## src/rtl/aes_enc_ctrl.sv

```systemverilog
// Round sequencer for an iterative AES encryption datapath.
// All outputs are registered and decoded from the next state and round counter.
module aes_enc_ctrl #(
    parameter int unsigned NR       = 10,
    parameter int unsigned SBOX_LAT = 1
) (
    input  logic       clk,
    input  logic       nrst,
    input  logic       start_i,
    input  logic       abort_i,
    output logic       ready_o,
    output logic       busy_o,
    output logic [3:0] rnd_idx_o,
    output logic       full_enc_ctrl_o,
    output logic       final_rnd_ctrl_o,
    output logic       key_sel_ctrl_o,
    output logic       zero_rnd_ctrl_o,
    output logic       done_o
);

    typedef enum logic [2:0] {StIdle, StLoad, StWait, StRound, StDone} state_e;

    localparam logic [3:0] NrLast  = 4'(NR);
    localparam logic [1:0] LatLast = 2'(SBOX_LAT - 1);

    state_e     state_q, state_d;
    logic [3:0] round_q, round_d;
    logic [1:0] wait_q, wait_d;

    logic       ready_q, ready_d;
    logic       busy_q, busy_d;
    logic [3:0] idx_q, idx_d;
    logic       full_q, full_d;
    logic       final_q, final_d;
    logic       ksel_q, ksel_d;
    logic       zrnd_q, zrnd_d;
    logic       done_q, done_d;

    always_comb begin
        state_d = state_q;
        round_d = round_q;
        wait_d  = wait_q;
        unique case (state_q)
            StIdle: begin
                if (start_i) begin
                    state_d = StLoad;
                    round_d = 4'd0;
                    wait_d  = 2'd0;
                end
            end
            StLoad: begin
                round_d = 4'd1;
                wait_d  = 2'd0;
                state_d = (SBOX_LAT > 0) ? StWait : StRound;
            end
            StWait: begin
                if (wait_q == LatLast) begin
                    wait_d  = 2'd0;
                    state_d = StRound;
                end else begin
                    wait_d = wait_q + 2'd1;
                end
            end
            StRound: begin
                if (round_q >= NrLast) begin
                    state_d = StDone;
                end else begin
                    round_d = round_q + 4'd1;
                    state_d = (SBOX_LAT > 0) ? StWait : StRound;
                end
            end
            StDone: begin
                round_d = 4'd0;
                state_d = start_i ? StLoad : StIdle;
            end
            default: begin
                state_d = StIdle;
                round_d = 4'd0;
                wait_d  = 2'd0;
            end
        endcase
        // Abort overrides every transition once an operation has begun.
        if (abort_i && (state_q != StIdle)) begin
            state_d = StIdle;
            round_d = 4'd0;
            wait_d  = 2'd0;
        end
    end

    always_comb begin
        ready_d = 1'b0;
        busy_d  = 1'b0;
        idx_d   = 4'd0;
        full_d  = 1'b0;
        final_d = 1'b0;
        ksel_d  = 1'b0;
        zrnd_d  = 1'b0;
        done_d  = 1'b0;
        unique case (state_d)
            StIdle: ready_d = 1'b1;
            StLoad: begin
                busy_d  = 1'b1;
                full_d  = 1'b1;
                final_d = 1'b1;
                ksel_d  = 1'b1;
                zrnd_d  = 1'b1;
            end
            StWait: begin
                busy_d = 1'b1;
                idx_d  = round_d;
            end
            StRound: begin
                busy_d  = 1'b1;
                idx_d   = round_d;
                zrnd_d  = 1'b1;
                final_d = (round_d == NrLast);
            end
            StDone: begin
                ready_d = 1'b1;
                done_d  = 1'b1;
            end
            default: ready_d = 1'b1;
        endcase
    end

    always_ff @(posedge clk or negedge nrst) begin
        if (!nrst) begin
            state_q <= StIdle;
            round_q <= 4'd0;
            wait_q  <= 2'd0;
            ready_q <= 1'b1;
            busy_q  <= 1'b0;
            idx_q   <= 4'd0;
            full_q  <= 1'b0;
            final_q <= 1'b0;
            ksel_q  <= 1'b0;
            zrnd_q  <= 1'b0;
            done_q  <= 1'b0;
        end else begin
            state_q <= state_d;
            round_q <= round_d;
            wait_q  <= wait_d;
            ready_q <= ready_d;
            busy_q  <= busy_d;
            idx_q   <= idx_d;
            full_q  <= full_d;
            final_q <= final_d;
            ksel_q  <= ksel_d;
            zrnd_q  <= zrnd_d;
            done_q  <= done_d;
        end
    end

    assign ready_o          = ready_q;
    assign busy_o           = busy_q;
    assign rnd_idx_o        = idx_q;
    assign full_enc_ctrl_o  = full_q;
    assign final_rnd_ctrl_o = final_q;
    assign key_sel_ctrl_o   = ksel_q;
    assign zero_rnd_ctrl_o  = zrnd_q;
    assign done_o           = done_q;

endmodule

```

## config.mk

```make
export PLATFORM = sky130hd
export DESIGN_NAME = aes_enc_ctrl
export DESIGN_NICKNAME = d
export VERILOG_FILES = /design/src/rtl/aes_enc_ctrl.sv
export SDC_FILE = /design/constraint.sdc
export NUM_CORES = 1
export LEC_CHECK = 0
export BUFFER_PORTS_ARGS = -buffer_cell sky130_fd_sc_hd__buf_2
export CAP_MARGIN = 20
export CELL_PAD_IN_SITES_DETAIL_PLACEMENT = 1
export CELL_PAD_IN_SITES_GLOBAL_PLACEMENT = 1
export CORE_MARGIN = 5
export CORE_UTILIZATION = 42
export DETAILED_ROUTE_END_ITERATION = 10
export HOLD_SLACK_MARGIN = 0.12
export PLACE_DENSITY = 0.84
export SYNTH_ARGS = -nofsm -noshare
export SYNTH_HDL_FRONTEND = slang
export SYNTH_SLANG_ARGS = --single-unit
```

## constraint.sdc

```tcl
create_clock -name clk -period 1.96 [get_ports clk]
set_clock_uncertainty 0.1 [all_clocks]
set_input_delay 0.294 -clock clk [delete_from_list [all_inputs] [get_ports clk]]
set_output_delay 0.294 -clock clk [all_outputs]
set_load 0.005 [all_outputs]
```

==> impl_metrics.ini, run 1 <==
[global_route]
grt_pass1_wl_mm = 3.55
grt_start_max_net_pins = 20
grt_use_total_pct = 14.0
antenna_found_initial = 0
grt_overflow_total = 0
grt_pass1_vias = 778

[sta]
finalSetupViolations = 0
hold_viol_final = 0
worst_slew_pin_slew_ns = 0.499
fin_setup_tns_ns = 0
fmax_ghz = 0.552
slew_viol_final = 0
period_needed_ns = 1.81
period_share_pct = 92.4
maxSlewHeadroom_pct = 66.2
rsz0062_at_grt = false
worst_hold_slack_ns = 0.265

[placement]
dpl-instance-area_sq_mm = 0.00104
place_inst = 130
hpwl_mm = 1.50
io_buffers = 14
gp_congestion = 0.908

[final_layout]
fin_nets = 116
finalInstanceArea_sq_mm = 0.00108
diodes = 0
syn_to_final_growth_pct = 14.3
nFillCells = 270
layout_commonest_cell = dfrtp_1
final_cell_mix = dfrtp_1, buf_2, inv_1, nor2_1, nand2_1
drive_above_1_share_pct = 28.0
fin_cells = 135

[yosys]
yosys_warnings = 0
ys_seq_area_share_pct = 50.6
synthFlopType = dfrtp_1
synth-seq-cells = 19
synth_cell_types = 33
synth_edf_count = 0
async_flop_share_pct = 100
synth_fp_nets = 96
syn_area_sq_um = 942
synth_cells = 88
syn_area_per_cell_sq_um = 10.7

[critical_path]
crit_required_ns = 2.06
startpoint_type = flip-flop
crit_path_cell_trace = inv_1, ha_1, o31ai_4, nand4_1, o311ai_1, nand3_1, o41ai_2
crit_fanout = 7
crit_arrival_ns = 1.91
endpoint_kind = flip-flop
critPathBufInv = 1
crit_path_max_incr_delay_ns = 0.36
path_class = reg -> reg
cp_slowest_cell = dfrtp_1
crit_family = compound AO/OA/AOI/OAI gates

[clock_network]
htree_levels = 1
clock_path_buffers = 2
cts.sinks = 19
root_buffer = clkbuf_4
clk_pin_slew_ns = 0.10
postCtsSetupRepairBufs = 0
cts_tree = done
clock_latency_ns = 0.29
numCtsBuffers = 3

[power]
pwr_density_cell_mw_per_mm2 = 820
pwr-share-seq_pct = 51.6
switchingPower_uw = 273
intPower_uw = 610
p_total_uw = 883
p_sw_share_pct = 30.9
clkPwrFrac_pct = 22.2
p_comb_share_pct = 26.1
irDropWorstVdd_v = 0.000544
p_leak_nw = 0.545

[die]
dieHeight_um = 57.4
core_sq_mm = 0.00217
die-area_sq_mm = 0.00329
start_util_pct = 43.4
die_w_um = 57.4
rows = 17
ios = 15

[outcome]
status = finished clean

[routing]
wl_per_cell_um = 14.4
vias = 679
totalWireLength_mm = 1.94
drtAntennaViolNets = 0
first_pass_iters = 4
drt_iter0_markers = 5
drt-vias-per-instance = 5.03
drc_errors = 0

[min_path]
holdCritPathClass = in -> reg

[flow_run]
drv_cap = 0
## registers in the layout (all words and copies together) (netlist names), 2 cells and up
register	flops
state_q	3
round_q	4
wait_q	2
rnd_idx_o	4
## cell families after synthesis
kind of cell,count (synthesis),synth area share [%]
DFF,19,50.6
AOI/OAI and AO/OA,19,18.3
buffers and inverters,15,8.37
adders and majority gates,4,5.31
and+or+nand+nor,31,17.4
## stage by stage
stage               worst slack [ns]  utilization, %
detailed placement             0.111            47.9
CTS                           0.0850            49.7
finish                         0.149            49.7
global route                  0.0228            49.7
global placement               0.163            47.9
floorplan                      0.198               -
## per-layer routing
layer | share of wire, % | track usage [%] | vias to the layer above
met5 | 0 | 0 | -
met3 | 2.8 | 1.81 | 2
met1 | 45 | 17.4 | 335
met2 | 51 | 23.5 | 6
met4 | 1.1 | 6.95 | 0
li1 | - | - | 336
## power groups by stage
stage	clock [mW]	combinational, mW	sequential (mW)
floorplan	0	0.148	0.465
global placement	0	0.223	0.462
detailed placement	0	0.232	0.462
CTS	0.204	0.234	0.455
global route	0.234	0.256	0.464
finish	0.196	0.231	0.456
## path summary, 6_finish.rpt
kind | end | cells past startpoint | start | slack [ns]
min in group asynchronous | zero_rnd_ctrl_o | 2 | nrst | 0.35
hold reg to reg | wait_q[0] | 1 | wait_q[0] | 0.43
setup / recovery | final_rnd_ctrl_o | 7 | round_q[0] | 0.15
setup reg to reg | final_rnd_ctrl_o | 7 | round_q[0] | 0.15
hold / removal | zero_rnd_ctrl_o | 3 | start_i | 0.27
max in group asynchronous | ready_o | 2 | nrst | 1.08
## layout make-up
class,count,area [sq um],area share [%]
clock buffer,3,22.5,2.09
clock inverter,1,5.00,0.465
inverter,11,41.3,3.83
multi-input combinational,54,387,35.9
sequential,19,477,44.3
tap,28,35.0,3.25
timing repair buffer,19,110,10.2
## worst register-to-register path, delay by kind of cell (launching register included)
| family | cells | cell delay (ns) |
|---|---|---|
| fa+ha+maj | 1 | 0.22 |
| flops | 1 | 0.36 |
| compound gates | 3 | 0.69 |
| simple gates | 2 | 0.30 |
| buf+inv | 1 | 0.05 |
## cells in the mapped netlist (2+ instances only)
cell,n,area (sq um)
nor3_1,2,10.0
ha_1,4,50.1
nand2_1,8,30.0
a21oi_1,3,15.0
buf_4,2,15.0
o21ai_0,2,10.0
buf_6,2,22.5
nor2_1,11,41.3
inv_1,11,41.3
and2_1,2,12.5
a22o_1,2,17.5
dfrtp_1,18,450
## what timing repair did
item | 4_1_cts | 5_1_grt
resized for setup | 0 | 0
hold buffers | 1 | 0
setup endpoints to repair | 0 | 1
endpoints found under the hold margin | 18 | 0
Note: power is estimated with default switching activity, not from simulation.
==> run 2, diff against run 1 <==
--- a/config.mk
+++ b/config.mk
@@ -9,7 +9,6 @@
 export CAP_MARGIN = 20
 export CELL_PAD_IN_SITES_DETAIL_PLACEMENT = 1
 export CELL_PAD_IN_SITES_GLOBAL_PLACEMENT = 1
-export CORE_MARGIN = 5
 export CORE_UTILIZATION = 42
 export DETAILED_ROUTE_END_ITERATION = 10
 export HOLD_SLACK_MARGIN = 0.12
==> run 2 against run 1 <==
  * Register-to-register slack lost 0.06 ns
  * Largest cell class unchanged
  * Combinational power up 3%
  * Sequential share of layout area increased by 0.051 points
  * Worst setup slack got worse by 0.062 ns
  * Die area is 26% lower
  * Highest routed layer unchanged
  * Sequential power hardly changed
  * Final cell count is 0.74% lower
  * Clock-buffer cell count unchanged
  * Clock power about the same
==> impl_metrics.ini, run 2 (same netlist as run 1, synthesis figures left out) <==
[clock_network]
clk_pin_slew_ns = 0.10
clock_path_buffers = 2
root_buffer = clkbuf_4
numCtsBuffers = 3
clock_latency_ns = 0.30
htree_levels = 1
cts.sinks = 19
postCtsSetupRepairBufs = 0
cts_tree = done

[critical_path]
path_class = reg -> reg
reg2reg_slack_ns = 0.09
timing.rr.start = state_q[0]
crit_path_max_incr_delay_ns = 0.45
startpoint_type = flip-flop
startpoint = state_q[0]
worst-path-stages = 6
crit_family = compound AO/OA/AOI/OAI gates
critPathBufInv = 1
endpoint_kind = flip-flop
cp_slowest_cell = dfrtp_1
crit_path_cell_trace = buf_4, nor2_1, a21oi_1, o32ai_1, nand2_1, o41ai_2
crit_fanout = 9
rr_worst_depth = 6
r2r-end = final_rnd_ctrl_o
crit_required_ns = 2.06
crit_arrival_ns = 1.98
critical_path.endpoint = final_rnd_ctrl_o

[global_route]
grt.met1_usage_pct = 26.5
grt_pass1_vias = 798
grt-busiest-layer = met2
antenna_found_initial = 0
grtUsageMet3_pct = 2.80
grt_use_total_pct = 20.5
grt_start_max_net_pins = 20
grt_pass1_wl_mm = 3.67
grt_overflow_total = 0
grt_use_met2_pct = 33.3

[routing]
vias = 726
drt_iter0_markers = 11
wl_per_cell_um = 15.9
totalWireLength_mm = 2.13
drc_errors = 0
drtAntennaViolNets = 0
drt-vias-per-instance = 5.42
first_pass_iters = 2

[final_layout]
fin_nets = 116
syn_to_final_growth_pct = 14.2
drive_above_1_share_pct = 28.0
diodes = 0
nFillCells = 245
layout_commonest_cell = dfrtp_1
final_cell_mix = dfrtp_1, buf_2, inv_1, nor2_1, nand2_1
fin_cells = 134

[sta]
fmax_ghz = 0.534
hold_viol_final = 0
finalSetupViolations = 0
maxSlewHeadroom_pct = 68.7
fin_ws_ns = 0.0867
worst_slew_pin_slew_ns = 0.462
rsz0062_at_grt = false
period_share_pct = 95.6
period_needed_ns = 1.87
fin_setup_tns_ns = 0
slew_viol_final = 0

[placement]
hpwl_mm = 1.60
dp_slack_ns = 0.0686
io_buffers = 14
place_inst = 129
gp_congestion = 0.764

[min_path]
holdCritPathClass = in -> reg

[die]
start_util_pct = 46.1
dieHeight_um = 49.4
ios = 15
core_sq_mm = 0.00204
die-area_sq_mm = 0.00244
rows = 16
die_w_um = 49.4

[power]
irDropWorstVdd_v = 0.000593
p_total_uw = 890
p_leak_nw = 0.545
pwr_density_cell_mw_per_mm2 = 827

[flow_run]
drv_cap = 0

[outcome]
status = finished clean
-- run 2: cell counts in the layout (fill, tap and decap cells not counted) --
Identical to the previous run, type by type.
-- run 2: worst min path at each step --
stage / startpoint / to / slack (ns) / cells after the start
detailed placement: nrst / wait_q[1] / 0.15 / 1
CTS: abort_i / round_q[0] / 0.28 / 3
global placement: nrst / zero_rnd_ctrl_o / 0.15 / 1
floorplan: nrst / busy_o / -0.10 / 0
global route: abort_i / round_q[0] / 0.29 / 3
finish: abort_i / round_q[0] / 0.29 / 3
-- run 2: timing repair --
action                                  4_1_cts  5_1_grt
resized for setup                             0        0
endpoints found under the setup margin        0        1
hold endpoints to repair                     18        0
hold buffers                                  1        0
-- run 2: cell type report --
| cell class | count | area [sq um] | share of cell area (%) |
|---|---|---|---|
| clock buffers | 3 | 22.5 | 2.09 |
| clock inverters | 1 | 5.00 | 0.465 |
| inverters | 11 | 41.3 | 3.84 |
| multi-input cells | 54 | 387 | 35.9 |
| flip-flops and latches | 19 | 477 | 44.3 |
| well taps | 27 | 33.8 | 3.14 |
| repair buffers | 19 | 110 | 10.2 |
-- run 2: metrics by stage --
step	hold slack [ns]	area, sq um	utilization [%]
2_1_floorplan	-0.102	942	-
3_3_place_gp	0.146	1040	50.9
3_5_place_dp	0.153	1040	50.9
4_1_cts	0.280	1080	52.7
5_1_grt	0.292	1080	52.7
6_report	0.290	1080	52.7
-- run 2: tightest hold or removal path: stages --
cell	delay, ns
buf_2	0.16
a21o_1	0.16
nor2_1	0.05
-- run 2: power by group --
part	internal (mW)	total [mW]	switching, mW
combinational	0.102	0.239	0.137
clock	0.0762	0.197	0.121
sequential	0.433	0.454	0.0215
-- run 2: per-layer routing --
metal / routed length, um / vias to the layer above
li1: - / 337
met1: 881 / 373
met2: 1150 / 9
met3: 47 / 7
met4: 57 / 0
met5: 0 / -
